$ cat config.mk
export PLATFORM = sky130hd
export DESIGN_NAME = serial_shift_reg_flat
export DESIGN_NICKNAME = d
export VERILOG_FILES = /design/src/rtl/serial_shift_reg_if.sv /design/src/rtl/serial_shift_reg.sv /design/src/flat_wrapper.sv
export SDC_FILE = /design/constraint.sdc
export NUM_CORES = 1
export LEC_CHECK = 0
export ABC_AREA = 1
export BUFFER_PORTS_ARGS = -buffer_cell sky130_fd_sc_hd__buf_2
export CORE_MARGIN = 2
export CORE_UTILIZATION = 50
export DETAILED_ROUTE_END_ITERATION = 8
export GPL_ROUTABILITY_DRIVEN = 0
export PLACE_DENSITY_LB_ADDON = 0.05
export SYNTH_ARGS = -nofsm -noshare
export SYNTH_HDL_FRONTEND = slang
export SYNTH_SLANG_ARGS = --single-unit
$ cat constraint.sdc
create_clock -name i_clk -period 2.15 [get_ports i_clk]
set_input_delay 0.215 -clock i_clk [delete_from_list [all_inputs] [get_ports i_clk]]
set_output_delay 0.215 -clock i_clk [all_outputs]
set_load 0.02 [all_outputs]
$ cat src/rtl/serial_shift_reg_if.sv
// Control and data bundle of the serial shift register: master drives the i_* side,
// slave is the register. Inputs are sampled on the rising clock; outputs are registered state.
interface serial_shift_reg_if #(
   parameter int unsigned N = 8
);
   localparam int unsigned CW = $clog2(N);

   logic          i_clr;
   logic          i_load;
   logic [N-1:0]  i_par_in;
   logic          i_start;
   logic          i_shift_en;
   logic          i_ser_in;
   logic          o_ser_out;
   logic [N-1:0]  o_par_out;
   logic          o_busy;
   logic          o_done;
   logic [CW-1:0] o_cnt;

   modport master (
      output i_clr, i_load, i_par_in, i_start, i_shift_en, i_ser_in,
      input  o_ser_out, o_par_out, o_busy, o_done, o_cnt
   );

   modport slave (
      input  i_clr, i_load, i_par_in, i_start, i_shift_en, i_ser_in,
      output o_ser_out, o_par_out, o_busy, o_done, o_cnt
   );
endinterface

$ cat src/rtl/serial_shift_reg.sv
// N-bit parallel-load / serial-shift register with bit counter; done pulses N+stalls+1 edges after start.
// i_shift_en=0 stalls the shift sequence in place; clear aborts without a done pulse.
module serial_shift_reg #(
   parameter int unsigned N         = 8,
   parameter bit          MSB_FIRST = 1'b0
) (
   input  logic               i_clk,
   input  logic               i_rst,
   serial_shift_reg_if.slave  bus
);
   localparam int unsigned CW = $clog2(N);

   typedef enum logic {
      IDLE  = 1'b0,
      SHIFT = 1'b1
   } state_t;

   state_t        state_q, state_d;
   logic [N-1:0]  reg_q, reg_d, shifted;
   logic [CW-1:0] cnt_q, cnt_d;
   logic          busy_q, busy_d;
   logic          done_q, done_d;

   always_comb begin
      if (MSB_FIRST) begin
         shifted = {reg_q[N-2:0], bus.i_ser_in};
      end else begin
         shifted = {bus.i_ser_in, reg_q[N-1:1]};
      end
   end

   // Priority: clear, then load/start (IDLE only), then shift.
   always_comb begin
      state_d = state_q;
      reg_d   = reg_q;
      cnt_d   = cnt_q;
      done_d  = 1'b0;
      if (bus.i_clr) begin
         reg_d   = '0;
         cnt_d   = '0;
         state_d = IDLE;
      end else if (state_q == IDLE) begin
         if (bus.i_load) begin
            reg_d = bus.i_par_in;
         end
         if (bus.i_start) begin
            state_d = SHIFT;
            cnt_d   = '0;
         end
      end else if (bus.i_shift_en) begin
         reg_d = shifted;
         if (cnt_q == CW'(N - 1)) begin
            state_d = IDLE;
            cnt_d   = '0;
            done_d  = 1'b1;
         end else begin
            cnt_d = cnt_q + CW'(1);
         end
      end
      busy_d = (state_d == SHIFT);
   end

   always_ff @(posedge i_clk or posedge i_rst) begin
      if (i_rst) begin
         state_q <= IDLE;
         reg_q   <= '0;
         cnt_q   <= '0;
         busy_q  <= 1'b0;
         done_q  <= 1'b0;
      end else begin
         state_q <= state_d;
         reg_q   <= reg_d;
         cnt_q   <= cnt_d;
         busy_q  <= busy_d;
         done_q  <= done_d;
      end
   end

   assign bus.o_ser_out = MSB_FIRST ? reg_q[N-1] : reg_q[0];
   assign bus.o_par_out = reg_q;
   assign bus.o_busy    = busy_q;
   assign bus.o_done    = done_q;
   assign bus.o_cnt     = cnt_q;
endmodule

$ cat src/flat_wrapper.sv
// flat-port wrapper written by rule: the top's interface ports become plain ports
module serial_shift_reg_flat 
#(
   parameter int unsigned N         = 8,
   parameter bit          MSB_FIRST = 1'b0
)
  (i_clk, i_rst, bus_i_clr, bus_i_load, bus_i_par_in, bus_i_start, bus_i_shift_en, bus_i_ser_in, bus_o_ser_out, bus_o_par_out, bus_o_busy, bus_o_done, bus_o_cnt);
  serial_shift_reg_if #(.N(N)) bus_i ();
  input  logic i_clk;
  input  logic i_rst;
  input wire logic [$bits(bus_i.i_clr)-1:0] bus_i_clr;
  input wire logic [$bits(bus_i.i_load)-1:0] bus_i_load;
  input wire logic [$bits(bus_i.i_par_in)-1:0] bus_i_par_in;
  input wire logic [$bits(bus_i.i_start)-1:0] bus_i_start;
  input wire logic [$bits(bus_i.i_shift_en)-1:0] bus_i_shift_en;
  input wire logic [$bits(bus_i.i_ser_in)-1:0] bus_i_ser_in;
  output wire logic [$bits(bus_i.o_ser_out)-1:0] bus_o_ser_out;
  output wire logic [$bits(bus_i.o_par_out)-1:0] bus_o_par_out;
  output wire logic [$bits(bus_i.o_busy)-1:0] bus_o_busy;
  output wire logic [$bits(bus_i.o_done)-1:0] bus_o_done;
  output wire logic [$bits(bus_i.o_cnt)-1:0] bus_o_cnt;
  assign bus_i.i_clr = bus_i_clr;
  assign bus_i.i_load = bus_i_load;
  assign bus_i.i_par_in = bus_i_par_in;
  assign bus_i.i_start = bus_i_start;
  assign bus_i.i_shift_en = bus_i_shift_en;
  assign bus_i.i_ser_in = bus_i_ser_in;
  assign bus_o_ser_out = bus_i.o_ser_out;
  assign bus_o_par_out = bus_i.o_par_out;
  assign bus_o_busy = bus_i.o_busy;
  assign bus_o_done = bus_i.o_done;
  assign bus_o_cnt = bus_i.o_cnt;
  serial_shift_reg #(.N(N), .MSB_FIRST(MSB_FIRST)) u_core (.i_clk(i_clk), .i_rst(i_rst), .bus(bus_i));
endmodule
After elaboration in Yosys (flattened, before gate mapping)
Index checks and enable logic that the tools add are counted.
- muxes and demuxes: 18
- add/sub/neg operators: 1
- reduce and logical (&&, ||, !) cells: 4
- eq/ne operators: 2
- operator list (kind ; number):
    2-to-1 mux 8 bit ; 4
    2-to-1 mux 3 bit ; 5
    2-to-1 mux 1 bit ; 9
    nonzero test 3 bit ; 2
    AND reduction 2 bit ; 2
    adder 3 x 1 -> 3 bit, second input constant ; 1
    == test 3 bit, second input constant ; 1
    inequality test 3 bit, second input constant ; 1
- logic and storage cells: 29
- bits of input ports: 15
- flip-flop bits (word level): 13
- output and inout bits: 14

Logic depth before layout (Yosys ltp)
- word-level depth: 5
- depth in mapped cells: 7
- gate-level depth less buffers: 7

Worst setup path before layout
Ideal clock, no wire load.
- path kind: register to register
- from: register u_core.cnt_q[0] (netlist: u_core.bus.o_cnt[0])
- to: register u_core.cnt_q[0] (netlist: u_core.bus.o_cnt[0])
- path slack: 945 ps
- arrival time: 1139 ps
- buffers on the path: 0
- cell stages (with the launch flop): 8
- clock period less this slack: 1205 ps
- library setup time: 66 ps
- data required time: 2084 ps
- cell sequence: dfrtp_1 ha_1 ha_1 inv_1 nand2_1 nor2_1 nand2_1 nand2_1
- word-level cells in the longest chain between the ends: 5
- elaborated cells between the ends (all ways): 6
- those cells by class: 1 x add/sub; 1 x eq/ne; 4 x mux
- RTL lines (element ; RTL line ; text):
    start, declared ; serial_shift_reg.sv:20 ; logic [CW-1:0] cnt_q, cnt_d;
    start signal, assigned ; serial_shift_reg.sv:73 ; cnt_q <= cnt_d;
    adder 3 x 1 -> 3 bit or == test 3 bit (tied branches) ; serial_shift_reg.sv:57, serial_shift_reg.sv:52 ;
    2-to-1 mux 3 bit * ; serial_shift_reg.sv:52 ; if (cnt_q == CW'(N - 1)) begin
    2-to-1 mux 3 bit * ; serial_shift_reg.sv:50 ; end else if (bus.i_shift_en) begin
    2-to-1 mux 3 bit * ; serial_shift_reg.sv:42 ; end else if (state_q == IDLE) begin
    2-to-1 mux 3 bit * ; serial_shift_reg.sv:38 ; if (bus.i_clr) begin
Every way passes the cells marked *; elsewhere a longest branch is shown, timed or not. The select of a mux whose other input is x is not followed.
A chain may end at the register's enable or synchronous reset.

Final worst setup path
- from: register u_core.state_q
- to: register u_core.reg_q[2] (netlist: u_core.bus.o_par_out[2])
- word-level cells in the longest chain between the ends: 2
- elaborated cells between the ends (all ways): 5
- those cells by class: 1 x eq/ne; 2 x mux; 2 x reduce/logical
- RTL lines (element ; RTL line ; text):
    start, declared ; serial_shift_reg.sv:18 ; state_t state_q, state_d;
    start signal, assigned ; serial_shift_reg.sv:71 ; state_q <= state_d;
    inequality test 3 bit (no line) (tied with other cells) ; n/a ;
    AND reduction 2 bit (no line) or 2-to-1 mux 8 bit (tied branches) ; n/a ;
    end signal, assigned ; serial_shift_reg.sv:72 ; reg_q <= reg_d;
    end, declared ; serial_shift_reg.sv:19 ; logic [N-1:0] reg_q, reg_d, shifted;
Several ways; a longest one is shown, not always the timed one.

==> results by group <==
Floorplanning
  – Number of core rows: 14
  – Core Area: 1450 µm²
  – Die span in x: 42.8 µm
  – Die Ht: 42.8 µm
  – IO Pins: 29
  – Die area: 1840 µm²
  – Initial core utilization: 51.9%

Logic synthesis
  – Syn_area_per_cell: 7.78 µm²
  – Largest area contributor in the netlist: dfrtp_1
  – Top cells by area, synth: dfrtp_1 43%, nand2_1 20%, nand4_1 9.1%
  – Synthesis Warnings: 0
  – Register area share after synthesis: 43.1%
  – Yosys reg bits: 13
  – Synth top area share: 43.1%
  – Synth Net Count: 115
  – Synthesized cell area: 754 µm²
  – Synth cell types: 15
  – Cell count after synthesis: 97

GRT
  – Initial antenna violation count: 0
  – Vias in the first global route: 683
  – Pin count of the biggest net entering global routing: 22
  – First-pass GRT wire length: 2870 µm
  – Total GRT Usage: 21.1%
  – Gr ovfl total: 0

CTS
  – Post-CTS setup buffers: 0
  – Cts bufs inserted: 3
  – Clock buffer depth: 2
  – H-tree depth: 1
  – CTS tree: done
  – Root Driver: clkbuf_4
  – Worst-path clk slew: 90 ps
  – Sinks on Clock Net: 13
  – Clock Latency Late Sink: 280 ps
  – Post-CTS resize count: 0

Cells and area
  – Design Area, Final: 903 µm²
  – ANT cells: 0
  – Share of cells above drive strength 1: 29.8%
  – Most frequent cells in the layout: 41 x nand2_1, 28 x buf_2, 13 x dfrtp_1, 11 x nand4_1, 10 x nand3_1
  – Commonest non-fill, non-tap cell in the layout: nand2_1
  – Layout net count: 143
  – Fin util: 62.1%
  – Area Growth Syn to Fin: 19.7%
  – FILL cells: 144

STA
  – Worst-Margin Slew: 505 ps
  – Endpoints failing setup: 0
  – Hold Violations, Final: 0
  – Worst Hold Margin: 125 ps
  – Minimum clock period: 1420 ps
  – Final Skew: 10.5 ps
  – Final Cycle Share: 66.1%
  – Slew headroom: 66.3%
  – Setup TNS: 0 ps
  – RSZ-0062 raised after global routing: no
  – Max Slew Vio Count: 0
  – Max frequency: 704 MHz

Power and ir drop
  – Logic pwr share: 21.8%
  – Pwr dens: 611 nW/µm²
  – Worst VDD drop: 0.387 mV
  – Sw Ratio: 32.7%
  – Leak: 0.565 nW
  – Sequential share of power: 49.8%
  – Clk pwr share: 28.4%
  – Power Internal: 0.372 mW
  – Switching pwr: 0.181 mW

Run status
  – Status: finished clean

Placement
  – DP HPWL: 1270 µm
  – Area post-placement: 867 µm²
  – # port buffers: 28

Drt
  – Vias per inst: 5.36
  – Routed length per placed instance: 12.4 µm
  – DRT Pass-1 Iters: 5
  – Routed vias: 751
  – Total Wirelength: 1740 µm
  – Antenna viol nets, final: 0
  – DRC violation count after routing: 0
  – 1st-iter DRT viols: 25

Setup path
  – Crit path DAT: 1580 ps
  – Crit end category: flip-flop
  – Critical-path maximum fanout: 13
  – Startpoint types: flip-flop
  – Worst Path Required: 2310 ps
  – Setup CP Type: flip-flop to flip-flop

Hold path
  – Min-Delay Path Class: input pin to flip-flop

Flow run
  – Maxcap violations: 0
## registers in the layout, indices dropped and copies added (netlist names)
| signal | cells |
|---|---|
| u_core.bus.o_cnt | 3 |
| u_core.state_q | 1 |
| u_core.bus.o_done | 1 |
| u_core.bus.o_par_out | 8 |
## path summary, 6_finish.rpt
| check | to | slack [ps] | cells after the start | start |
|---|---|---|---|---|
| worst max register to register | u_core.bus.o_par_out[2] | 730 | 5 | u_core.state_q |
| worst min-delay path | u_core.state_q | 130 | 2 | bus_i_clr |
| max in group asynchronous | u_core.bus.o_par_out[0] | 1300 | 3 | i_rst |
| worst min register to register | u_core.bus.o_par_out[5] | 560 | 2 | u_core.bus.o_par_out[5] |
| min in group asynchronous | u_core.bus.o_cnt[0] | 500 | 3 | i_rst |
| worst max-delay path | u_core.bus.o_par_out[2] | 730 | 5 | u_core.state_q |
## cell type report
| type | instances | area [µm²] | area share, % |
|---|---|---|---|
| clock buffers | 4 | 26.3 | 2.91 |
| inverters | 5 | 18.8 | 2.08 |
| multi-input cells | 73 | 363 | 40.2 |
| flip-flops and latches | 13 | 325 | 36.0 |
| well taps | 16 | 20.0 | 2.22 |
| repair buffers | 29 | 150 | 16.6 |
## metal layers
layer | routed length (µm) | global-route usage [%]
met5 | 0 | 0
met4 | 48 | 12.5
met3 | 97 | 4.26
met2 | 781 | 32.7
met1 | 807 | 26.7
## power by group through the flow
stage                     registers (mW)  clock network (mW)  logic [mW]
after global placement             0.280                   0       0.118
after CTS                          0.275               0.159       0.121
after global routing               0.278               0.172       0.133
after floorplan                    0.294                   0      0.0713
after detailed placement           0.280                   0       0.120
final                              0.275               0.157       0.121
## cell usage after synthesis
cell / n
nand2_2: 2
buf_6: 2
dfrtp_1: 13
nand2_1: 41
ha_1: 3
nand2_4: 2
nor3_1: 1
nor2_1: 2
buf_2: 2
inv_2: 2
buf_4: 2
a21oi_1: 1
nand4_1: 11
inv_1: 3
nand3_1: 10
## timing repair
action	CTS	global route
setup endpoints to repair	0	0
hold buffers	1	0
hold endpoints to repair	13	0
## cells by family after synthesis
kind of cell	count (synthesis)	synth area share [%]
fa+ha+maj	3	4.98
compound gates	1	0.663
simple gates	69	42.5
flops	13	43.1
buf+inv	11	8.79
## critical path, cell delays in order (launching register included)
cell and delay (ps):
dfrtp_1 610, inv_2 200, nand2_2 220, nand2_4 110
nand3_1 80, nand2_1 70
## metrics by stage
step	std cells	setup WS (ps)	total power, mW
final	140	729	0.552
after global routing	140	616	0.583
after CTS	140	736	0.556
after detailed placement	135	761	0.400
after global placement	135	816	0.398
after floorplan	97	945	0.365
Note: power is estimated with default switching activity, not from simulation.
